`src/rtl/shift_branch_sequencer.sv`:
```
// Purpose : multi-cycle controller for the RegFile/shift/compare slice; sequences one
//           shift (SHL #8, SHL #imm) or branch (BEQ/BNE) command at a time.
// Latency : shift = accept + 4 cycles (READ, EXEC, WB, DONE); branch = accept + 3 (READ, EXEC, DONE).
// Backpressure: cmd_ready is high only in IDLE (also in DONE when SHIFT_SEQ_PIPE_ACCEPT_EN is defined);
//           cmd_* inputs are ignored whenever cmd_ready is low.
// Ports   : clock/reset (async, active-high); cmd_valid/cmd_ready/cmd_op/cmd_src/cmd_rs/cmd_rt/cmd_rd/cmd_imm
//           command handshake; rf_read1/rf_read2/rf_write_reg/rf_write_data/rf_reg_write to RegFile;
//           shift_src/shift_amt/eor_ne/ir_imm datapath selects; shifted/branch_decide from datapath;
//           result/branch_taken last outcomes; done one-cycle completion pulse.
// Config  : define SHIFT_SEQ_PIPE_ACCEPT_EN to accept the next command in the DONE cycle.
module shift_branch_sequencer #(
    parameter int DATA_W = 16,
    parameter int REG_AW = 4,
    parameter int IMM_W  = 12
) (
    input  logic              clock,
    input  logic              reset,
    input  logic              cmd_valid,
    output logic              cmd_ready,
    input  logic [1:0]        cmd_op,
    input  logic              cmd_src,
    input  logic [REG_AW-1:0] cmd_rs,
    input  logic [REG_AW-1:0] cmd_rt,
    input  logic [REG_AW-1:0] cmd_rd,
    input  logic [IMM_W-1:0]  cmd_imm,
    output logic [REG_AW-1:0] rf_read1,
    output logic [REG_AW-1:0] rf_read2,
    output logic [REG_AW-1:0] rf_write_reg,
    output logic [DATA_W-1:0] rf_write_data,
    output logic              rf_reg_write,
    output logic              shift_src,
    output logic              shift_amt,
    output logic              eor_ne,
    output logic [IMM_W-1:0]  ir_imm,
    input  logic [DATA_W-1:0] shifted,
    input  logic              branch_decide,
    output logic [DATA_W-1:0] result,
    output logic              branch_taken,
    output logic              done
);

    typedef enum logic [2:0] {
        S_IDLE = 3'd0,
        S_READ = 3'd1,
        S_EXEC = 3'd2,
        S_WB   = 3'd3,
        S_DONE = 3'd4
    } state_t;

    state_t              state_q,        state_d;
    logic                is_branch_q,    is_branch_d;
    logic [REG_AW-1:0]   rf_read1_q,     rf_read1_d;
    logic [REG_AW-1:0]   rf_read2_q,     rf_read2_d;
    logic [REG_AW-1:0]   rf_write_reg_q, rf_write_reg_d;
    logic                rf_reg_write_q, rf_reg_write_d;
    logic                shift_src_q,    shift_src_d;
    logic                shift_amt_q,    shift_amt_d;
    logic                eor_ne_q,       eor_ne_d;
    logic [IMM_W-1:0]    ir_imm_q,       ir_imm_d;
    logic [DATA_W-1:0]   result_q,       result_d;
    logic                branch_taken_q, branch_taken_d;
    logic                done_q,         done_d;
    logic                accept;

    // Ready is gated by reset so nothing can be accepted while reset is held.
`ifdef SHIFT_SEQ_PIPE_ACCEPT_EN
    assign cmd_ready = ((state_q == S_IDLE) || (state_q == S_DONE)) && !reset;
`else
    assign cmd_ready = (state_q == S_IDLE) && !reset;
`endif
    assign accept = cmd_valid && cmd_ready;

    always_comb begin
        state_d        = state_q;
        is_branch_d    = is_branch_q;
        rf_read1_d     = rf_read1_q;
        rf_read2_d     = rf_read2_q;
        rf_write_reg_d = rf_write_reg_q;
        shift_src_d    = shift_src_q;
        shift_amt_d    = shift_amt_q;
        eor_ne_d       = eor_ne_q;
        ir_imm_d       = ir_imm_q;
        result_d       = result_q;
        branch_taken_d = branch_taken_q;
        rf_reg_write_d = 1'b0;
        done_d         = 1'b0;

        // All selects/addresses are captured at accept, so they are already
        // stable during READ and hold until the next accept.
        if (accept) begin
            is_branch_d    = cmd_op[1];
            rf_read1_d     = cmd_rs;
            rf_read2_d     = cmd_rt;
            rf_write_reg_d = cmd_rd;
            shift_src_d    = cmd_src;
            shift_amt_d    = (cmd_op == 2'b01);
            eor_ne_d       = (cmd_op == 2'b10);
            ir_imm_d       = cmd_imm;
        end

        case (state_q)
            S_IDLE: begin
                if (accept) begin
                    state_d = S_READ;
                end
            end
            S_READ: begin
                state_d = S_EXEC;
            end
            S_EXEC: begin
                if (is_branch_q) begin
                    branch_taken_d = branch_decide;
                    done_d         = 1'b1;
                    state_d        = S_DONE;
                end else begin
                    result_d       = shifted;
                    rf_reg_write_d = 1'b1;
                    state_d        = S_WB;
                end
            end
            S_WB: begin
                done_d  = 1'b1;
                state_d = S_DONE;
            end
            S_DONE: begin
                state_d = accept ? S_READ : S_IDLE;
            end
            default: begin
                state_d = S_IDLE;
            end
        endcase
    end

    // Registered outputs: done and rf_reg_write are set on entry to their
    // state so they are glitch-free and drop asynchronously on reset.
    always_ff @(posedge clock or posedge reset) begin
        if (reset) begin
            state_q        <= S_IDLE;
            is_branch_q    <= 1'b0;
            rf_read1_q     <= '0;
            rf_read2_q     <= '0;
            rf_write_reg_q <= '0;
            rf_reg_write_q <= 1'b0;
            shift_src_q    <= 1'b0;
            shift_amt_q    <= 1'b0;
            eor_ne_q       <= 1'b0;
            ir_imm_q       <= '0;
            result_q       <= '0;
            branch_taken_q <= 1'b0;
            done_q         <= 1'b0;
        end else begin
            state_q        <= state_d;
            is_branch_q    <= is_branch_d;
            rf_read1_q     <= rf_read1_d;
            rf_read2_q     <= rf_read2_d;
            rf_write_reg_q <= rf_write_reg_d;
            rf_reg_write_q <= rf_reg_write_d;
            shift_src_q    <= shift_src_d;
            shift_amt_q    <= shift_amt_d;
            eor_ne_q       <= eor_ne_d;
            ir_imm_q       <= ir_imm_d;
            result_q       <= result_d;
            branch_taken_q <= branch_taken_d;
            done_q         <= done_d;
        end
    end

    assign rf_read1      = rf_read1_q;
    assign rf_read2      = rf_read2_q;
    assign rf_write_reg  = rf_write_reg_q;
    assign rf_write_data = result_q;
    assign rf_reg_write  = rf_reg_write_q;
    assign shift_src     = shift_src_q;
    assign shift_amt     = shift_amt_q;
    assign eor_ne        = eor_ne_q;
    assign ir_imm        = ir_imm_q;
    assign result        = result_q;
    assign branch_taken  = branch_taken_q;
    assign done          = done_q;

endmodule
```
`config.mk`:
```
export PLATFORM = sky130hd
export DESIGN_NAME = shift_branch_sequencer
export DESIGN_NICKNAME = d
export VERILOG_FILES = /design/src/rtl/shift_branch_sequencer.sv
export SDC_FILE = /design/constraint.sdc
export NUM_CORES = 1
export LEC_CHECK = 0
export ABC_CLOCK_PERIOD_IN_PS = 3100
export CELL_PAD_IN_SITES_DETAIL_PLACEMENT = 1
export CELL_PAD_IN_SITES_GLOBAL_PLACEMENT = 2
export CORE_MARGIN = 2
export CORE_UTILIZATION = 26
export DETAILED_ROUTE_END_ITERATION = 6
export PLACE_DENSITY_LB_ADDON = 0.1
export SLEW_MARGIN = 20
export SYNTH_ARGS = -nofsm -noshare
export SYNTH_HDL_FRONTEND = slang
export SYNTH_SLANG_ARGS = --single-unit
```
`constraint.sdc`:
```
create_clock -name clock -period 3.1 [get_ports clock]
set_input_delay 0.775 -clock clock [delete_from_list [all_inputs] [get_ports clock]]
set_output_delay 0.775 -clock clock [all_outputs]
set_load 0.05 [all_outputs]
```
# ---- Yosys cells after proc, flatten, opt, wreduce, memory -nomap -nowiden
# Index checks and enable logic that the tools add are counted.
dict set report op_classes {
  muxes 8
  bitwise 1
  reduce_logical 6
  eq_ne 7
}
# cell n
set op_table {}
lappend op_table {{$pmux W3 S5} 1}
lappend op_table {{$eq A3 B2 Y1 const B} 2}
lappend op_table {{$mux W3} 2}
lappend op_table {{$mux W1} 4}
lappend op_table {{$reduce_and A2 Y1} 2}
lappend op_table {{$eq A3 B1 Y1 const B} 1}
lappend op_table {{$eq A3 B3 Y1 const B} 1}
lappend op_table {{$logic_not A3 Y1} 1}
lappend op_table {{$eq A2 B1 Y1 const B} 1}
lappend op_table {{$eq A2 B2 Y1 const B} 1}
lappend op_table {{$logic_and A1 B1 Y1} 2}
lappend op_table {{$ne A2 B2 Y1 const B} 1}
lappend op_table {{$pmux W1 S2} 1}
lappend op_table {{$logic_not A1 Y1} 1}
lappend op_table {{$not A1 Y1} 1}
dict set report totals {
  wordCells 35
  output_inout_bits 63
  regBits 50
}

# ---- Depth between registers and ports, before layout
dict set report logic_depth {
  word_depth 5
  ltp_mapped 5
}

# ---- Worst setup path after synthesis
# No wires, ideal clock.
dict set report synth_path {
  path_kind {input to register}
  from {input reset}
  to {register ir_imm_q[0] (netlist: ir_imm[0])}
  n_path_buf 2
  t_arrival_ns 2.062
  path_slack_ns 0.913
  setup_time_ns 0.125
  path_stages 5
  required_ns 2.975
  cell_sequence {nor4_4 nand2_2 buf_6 buf_6 mux2_4}
}
dict set report synth_via {
  elab_chain_len 3
}
# item line
set synth_rtl {}
lappend synth_rtl {{start: declaration} 17} ;# input logic reset,
lappend synth_rtl {{$logic_not A1 Y1 (no source line)} -}
lappend synth_rtl {{$logic_and A1 B1 Y1} 69} ;# assign cmd_ready = (state_q == S_IDLE) && !reset;
lappend synth_rtl {{$logic_and A1 B1 Y1} 71} ;# assign accept = cmd_valid && cmd_ready;
lappend synth_rtl {{end signal: assignment} 161} ;# ir_imm_q <= ir_imm_d;
lappend synth_rtl {{end: declaration} 59} ;# logic [IMM_W-1:0] ir_imm_q, ir_imm_d;
# No other way between the ends.
# A chain may end at the register's enable or synchronous reset.

# ---- Final worst setup path
dict set report layout_path {
  from {input reset}
  to {output cmd_ready}
}
dict set report layout_via {
  elab_chain_len 2
}
# item line
set layout_rtl {}
lappend layout_rtl {{$logic_not A1 Y1 (no source line)} -}
lappend layout_rtl {{$logic_and A1 B1 Y1} 69}
lappend layout_rtl {{end: declaration} 19} ;# output logic cmd_ready,
# No other way between the ends.

==> impl_metrics.py <==
metrics = {
    "outcome": {
        "status": "completed",
    },
    "placement": {
        "gp_congestion": 0.685,
        "io_buffers": 109,
        "dpl.hpwl_um": 3800,
    },
    "critical_path": {
        "cp_top_family": "buffers and inverters",
        "cp_num_buf_inv": 2,
        "worst-path-max-fanout": 2,
        "crit_path_max_incr_delay_ns": 0.48,
        "cp-start-kind": "input port",
        "criticalPathCategory": "input port to output pin",
        "worstPathArrival_ns": 1.71,
        "cp_slowest_cell": "clkdlybuf4s50_1",
        "worst_ep_required_time_ns": 2.32,
        "crit_chain": "clkdlybuf4s50_1 -> nor4_4 -> buf_12",
        "endpoint_kind": "output pin",
    },
    "logic_synthesis": {
        "avgSynthCellArea_um2": 15.8,
        "netlist_area_um2": 2070,
        "yosysSeqAreaShare_pct": 60.5,
        "ys_warn_count": 0,
        "synth_nets": 178,
        "ys_types": 17,
        "synth-seq-cells": 50,
        "synthesis.instances": 131,
    },
    "cts": {
        "htreeDepth": 2,
        "clk_pin_slew_ns": 0.08,
        "postCtsSetupBuffers": 0,
        "clkLatencyLatePin_ns": 0.30,
        "clkSinkCount": 50,
        "cts_tree": "done",
        "cts.path.max_buffers": 2,
        "cts_made_buffers": 5,
        "cts_resized": 0,
        "cts_hold_buf": 0,
        "cts_root_buf": "clkbuf_8",
    },
    "drt": {
        "via_count": 1374,
        "drt-pass1-iter-count": 4,
        "detail_route.vias_per_cell": 4.11,
        "routed_wl_um": 4880,
        "drc": 0,
        "ant_nets": 0,
        "wl_per_cell_um": 14.6,
        "drt_iter0_drc": 36,
    },
    "floorplan": {
        "num_rows": 32,
        "die_w_um": 93.2,
        "core_area_um2": 7730,
        "start_util_pct": 26.8,
        "die_h_um": 93.2,
        "io_pins": 110,
        "dieArea_um2": 8680,
    },
    "sta": {
        "finalMaxSlewViolations": 0,
        "hold_viol": 0,
        "fin_crit_sh_pct": 80.2,
        "setup_tns_ns": 0,
        "finalSetupViolations": 0,
        "fmax_mhz": 402,
        "rsz0062_at_grt": "no",
        "worstMarginPinSlew_ns": 0.523,
        "relSlewSlack_pct": 65.0,
        "fin_worst_skew_ns": 0.00557,
        "period_minus_slack_ns": 2.49,
    },
    "cells_and_area": {
        "final_common_cell": "clkdlybuf4s50_1",
        "synthToLayoutAreaGrowth_pct": 58.5,
        "multi_input_area_um2": 647,
        "regArea_um2": 1250,
        "final_cell_mix": "clkdlybuf4s50_1, dfrtp_1, mux2_2, mux2_4, clkbuf_8",
        "largest_register_ffs": 16,
        "diodes": 0,
        "drive_gt1_share_pct": 26.7,
        "nFillCells": 823,
        "fin_nets": 278,
    },
    "grt": {
        "track_usage_pct": 11.9,
        "grt_max_degree": 30,
        "grt_pass1_vias": 1546,
        "grt_pass1_wl_um": 7940,
        "overflow": 0,
        "antenna_found_initial": 0,
    },
    "flow_run": {
        "cap_violations": 0,
    },
    "min_path": {
        "hp-class": "flop to flop",
    },
}
path summary, 6_finish.rpt:
path,start,end,slack [ns],cells after the start
max in group asynchronous,reset,eor_ne,1.64,3
min reg2reg,rf_write_reg[3],rf_write_reg[3],0.51,1
min in group asynchronous,reset,result[12],0.87,2
max reg2reg,state_q[2],rf_read1[3],1.36,4
min,rf_write_reg[3],rf_write_reg[3],0.51,1
max,reset,cmd_ready,0.61,3
worst register-to-register path: stages, from the launching register on:
cell and delay (ns):
dfrtp_1 0.49, nor4_4 0.42, nand2_2 0.09, buf_4 0.27
mux2_4 0.37
synth_stat cells:
master   number  area share, %
mux2_2       36             20
nor4b_4       1            1.1
buf_6         3            1.6
mux2_4        9            6.5
nor4b_1       1           0.42
nand2_2       1           0.30
inv_1         3           0.54
a21oi_1       1           0.24
buf_4        16            5.8
buf_2         1           0.24
dfrtp_1      50             60
nor3_1        2           0.48
nor2b_1       2           0.60
nor2_1        2           0.36
nor4_4        1            1.0
nand2_1       1           0.18
nor3b_1       1           0.36
metal layers:
layer  routed length [µm]  vias to the layer above  part of all wire (%)  track usage, %
met5                    0                        -                     0               0
met4                   82                        0                   1.7            4.90
met3                  365                        7                   7.5            3.95
met2                 2550                       59                    52            20.8
met1                 1890                      681                    39            13.1
li1                     -                      627                     -               -
area by class of cell:
type | instances | area share, %
Clock buffer | 8 | 3.36
Timing Repair Buffer | 113 | 34.5
Multi-Input combinational cell | 58 | 19.7
Tap cell | 102 | 3.89
Inverter | 3 | 0.344
Sequential cell | 50 | 38.2
per-stage QoR:
| stage | cells | util, % | setup WS (ns) | hold WS, ns | instance area, µm² |
|---|---|---|---|---|---|
| after CTS | 334 | 42.4 | 0.599 | 0.516 | 3280 |
| after global placement | 326 | 41.0 | 0.651 | 0.486 | 3170 |
| after floorplan | 131 | - | 0.913 | 0.580 | 2070 |
| after detailed placement | 326 | 41.0 | 0.604 | 0.494 | 3170 |
| final | 334 | 42.4 | 0.614 | 0.508 | 3280 |
| after global routing | 334 | 42.4 | 0.560 | 0.523 | 3280 |
cells by family (layout without fill, tap and decap cells):
kind of cell,after synthesis,in the layout,synth area share [%]
compound gates,1,1,0.242
buf+inv,23,124,8.23
flops,50,50,60.5
mux,45,45,26.1
simple gates,12,12,4.90
Power is left out: the tool's default activity adds up to more than one toggle a clock period on the data nets, which glitch-free logic cannot reach.
==> patch, RTL diff (same flow settings) <==
Re-encode `state_t` (5 states) as one-hot, 5 bits wide.
--- a/src/rtl/shift_branch_sequencer.sv
+++ b/src/rtl/shift_branch_sequencer.sv
@@ -41,8 +41,8 @@
 
-    typedef enum logic [2:0] {
-        S_IDLE = 3'd0,
-        S_READ = 3'd1,
-        S_EXEC = 3'd2,
-        S_WB   = 3'd3,
-        S_DONE = 3'd4
+    typedef enum logic [4:0] {
+        S_IDLE = 5'b00001,
+        S_READ = 5'b00010,
+        S_EXEC = 5'b00100,
+        S_WB   = 5'b01000,
+        S_DONE = 5'b10000
     } state_t;
Behaviour: same outputs for any inputs over 10 cycles, from zero or initial values and one cycle with reset high; not proved beyond that.
==> patch against the original RTL <==
Synthesized area increased by 10%; worst setup slack lost 0.0049 ns; global-route usage fell by 1.1 points; critical path depth up 1; clock skew decreased by 0.0017 ns; core utilization down 2.5 points; sequential share of layout area down 0.20 points; wire length grew 1.8%; sequential cell count is 2 higher; via count up 6.7%; design area is 4.7% higher; critical path type unchanged.
==> patch: results <==
[routing]
drt_iter0_drc = 24
drt_pass1_iterations = 2
viasPerCell = 4.237
wirelength_mm = 4.974

[synthesis]
synth_area_leaders = "dfrtp_1 (56%), mux2_4 (18%), mux2_2 (8.4%)"
synth_fp_nets = 189
synth_commonest_cells = "dfrtp_1 (51), mux2_4 (28), mux2_2 (17), buf_4 (16), nor4_1 (4)"
synth_area_per_cell_um2 = 16.05
synth-seq-area-share_pct = 57.14
ys_types = 22
synth_flop_cell = "dfrtp_1"

[placed_design]
gp_congestion = 0.6780
place_ws_ns = 0.5856
dp_hpwl_mm = 3.433
dp.cells = 338
io_buffers = 109

[global_route]
grtUsageTotal_pct = 10.77
grt_max_degree = 53
grt_pass1_wl_mm = 8.197
grt_pass1_vias = 1549
antenna_found_initial = 0

[setup_path]
rr_endpoint = "ir_imm[8]"
r2r_start = "state_q[4]"
arrival_ns = 1.72
cpPeakStageDelay_ns = 0.43
rrSetupSlack_ns = 1.19
reg2reg_depth = 3
cp_top_family = "buffers and inverters"
crit_path_end = "cmd_ready"

[pwr]
p_comb_uw = 1280
leakage_uw = 0.001447
sequentialPower_uw = 913

[timing]
holdWs_ns = 0.5171
slew_headroom_pct = 55.51
clock_skew_ns = 0.003856
finalCriticalPeriod_ns = 2.491

[final_layout]
layout.cells.non_filler = 346
drive_above_1_share_pct = 24.79
fin_nets = 284

[hold_path]
holdCritPathClass = "reg2reg"
min_from = "rf_read2[1]"
worstHoldEndpoint = "rf_read2[1]"

[run_status]
status = "finished clean"

[clocking]
cts_buffers = 5
## patch: cell type report
cell class | count | area [um^2]
multi-input combinational | 65 | 765.7
clock inverter | 2 | 35.03
clock buffer | 6 | 72.57
inverter | 3 | 11.26
timing repair buffer | 110 | 1109
fill | 902 | 5162
sequential | 52 | 1303
tap | 108 | 135.1
## patch: cells by family after synthesis
| group | count (synthesis) | share of synthesized area (%) |
|---|---|---|
| xor+xnor | 1 | 0.3843 |
| flops | 52 | 57.14 |
| simple gates | 17 | 5.599 |
| compound gates | 2 | 0.7685 |
| mux | 45 | 26.84 |
| buf+inv | 25 | 9.275 |
## patch: per-layer routing
layer	part of all wire, %	track usage (%)	wire (um)
met2	46	16.66	2294
met4	1.4	3.526	69
met1	45	14.05	2242
met5	0	0	0
met3	7.4	3.885	368
## patch: per-stage QoR
step           util, %  area, um^2
4_1_cts          39.92        3431
6_report         39.92        3431
3_5_place_dp     38.67        3323
5_1_grt          39.92        3431
2_1_floorplan        -        2280
3_3_place_gp     38.67        3323
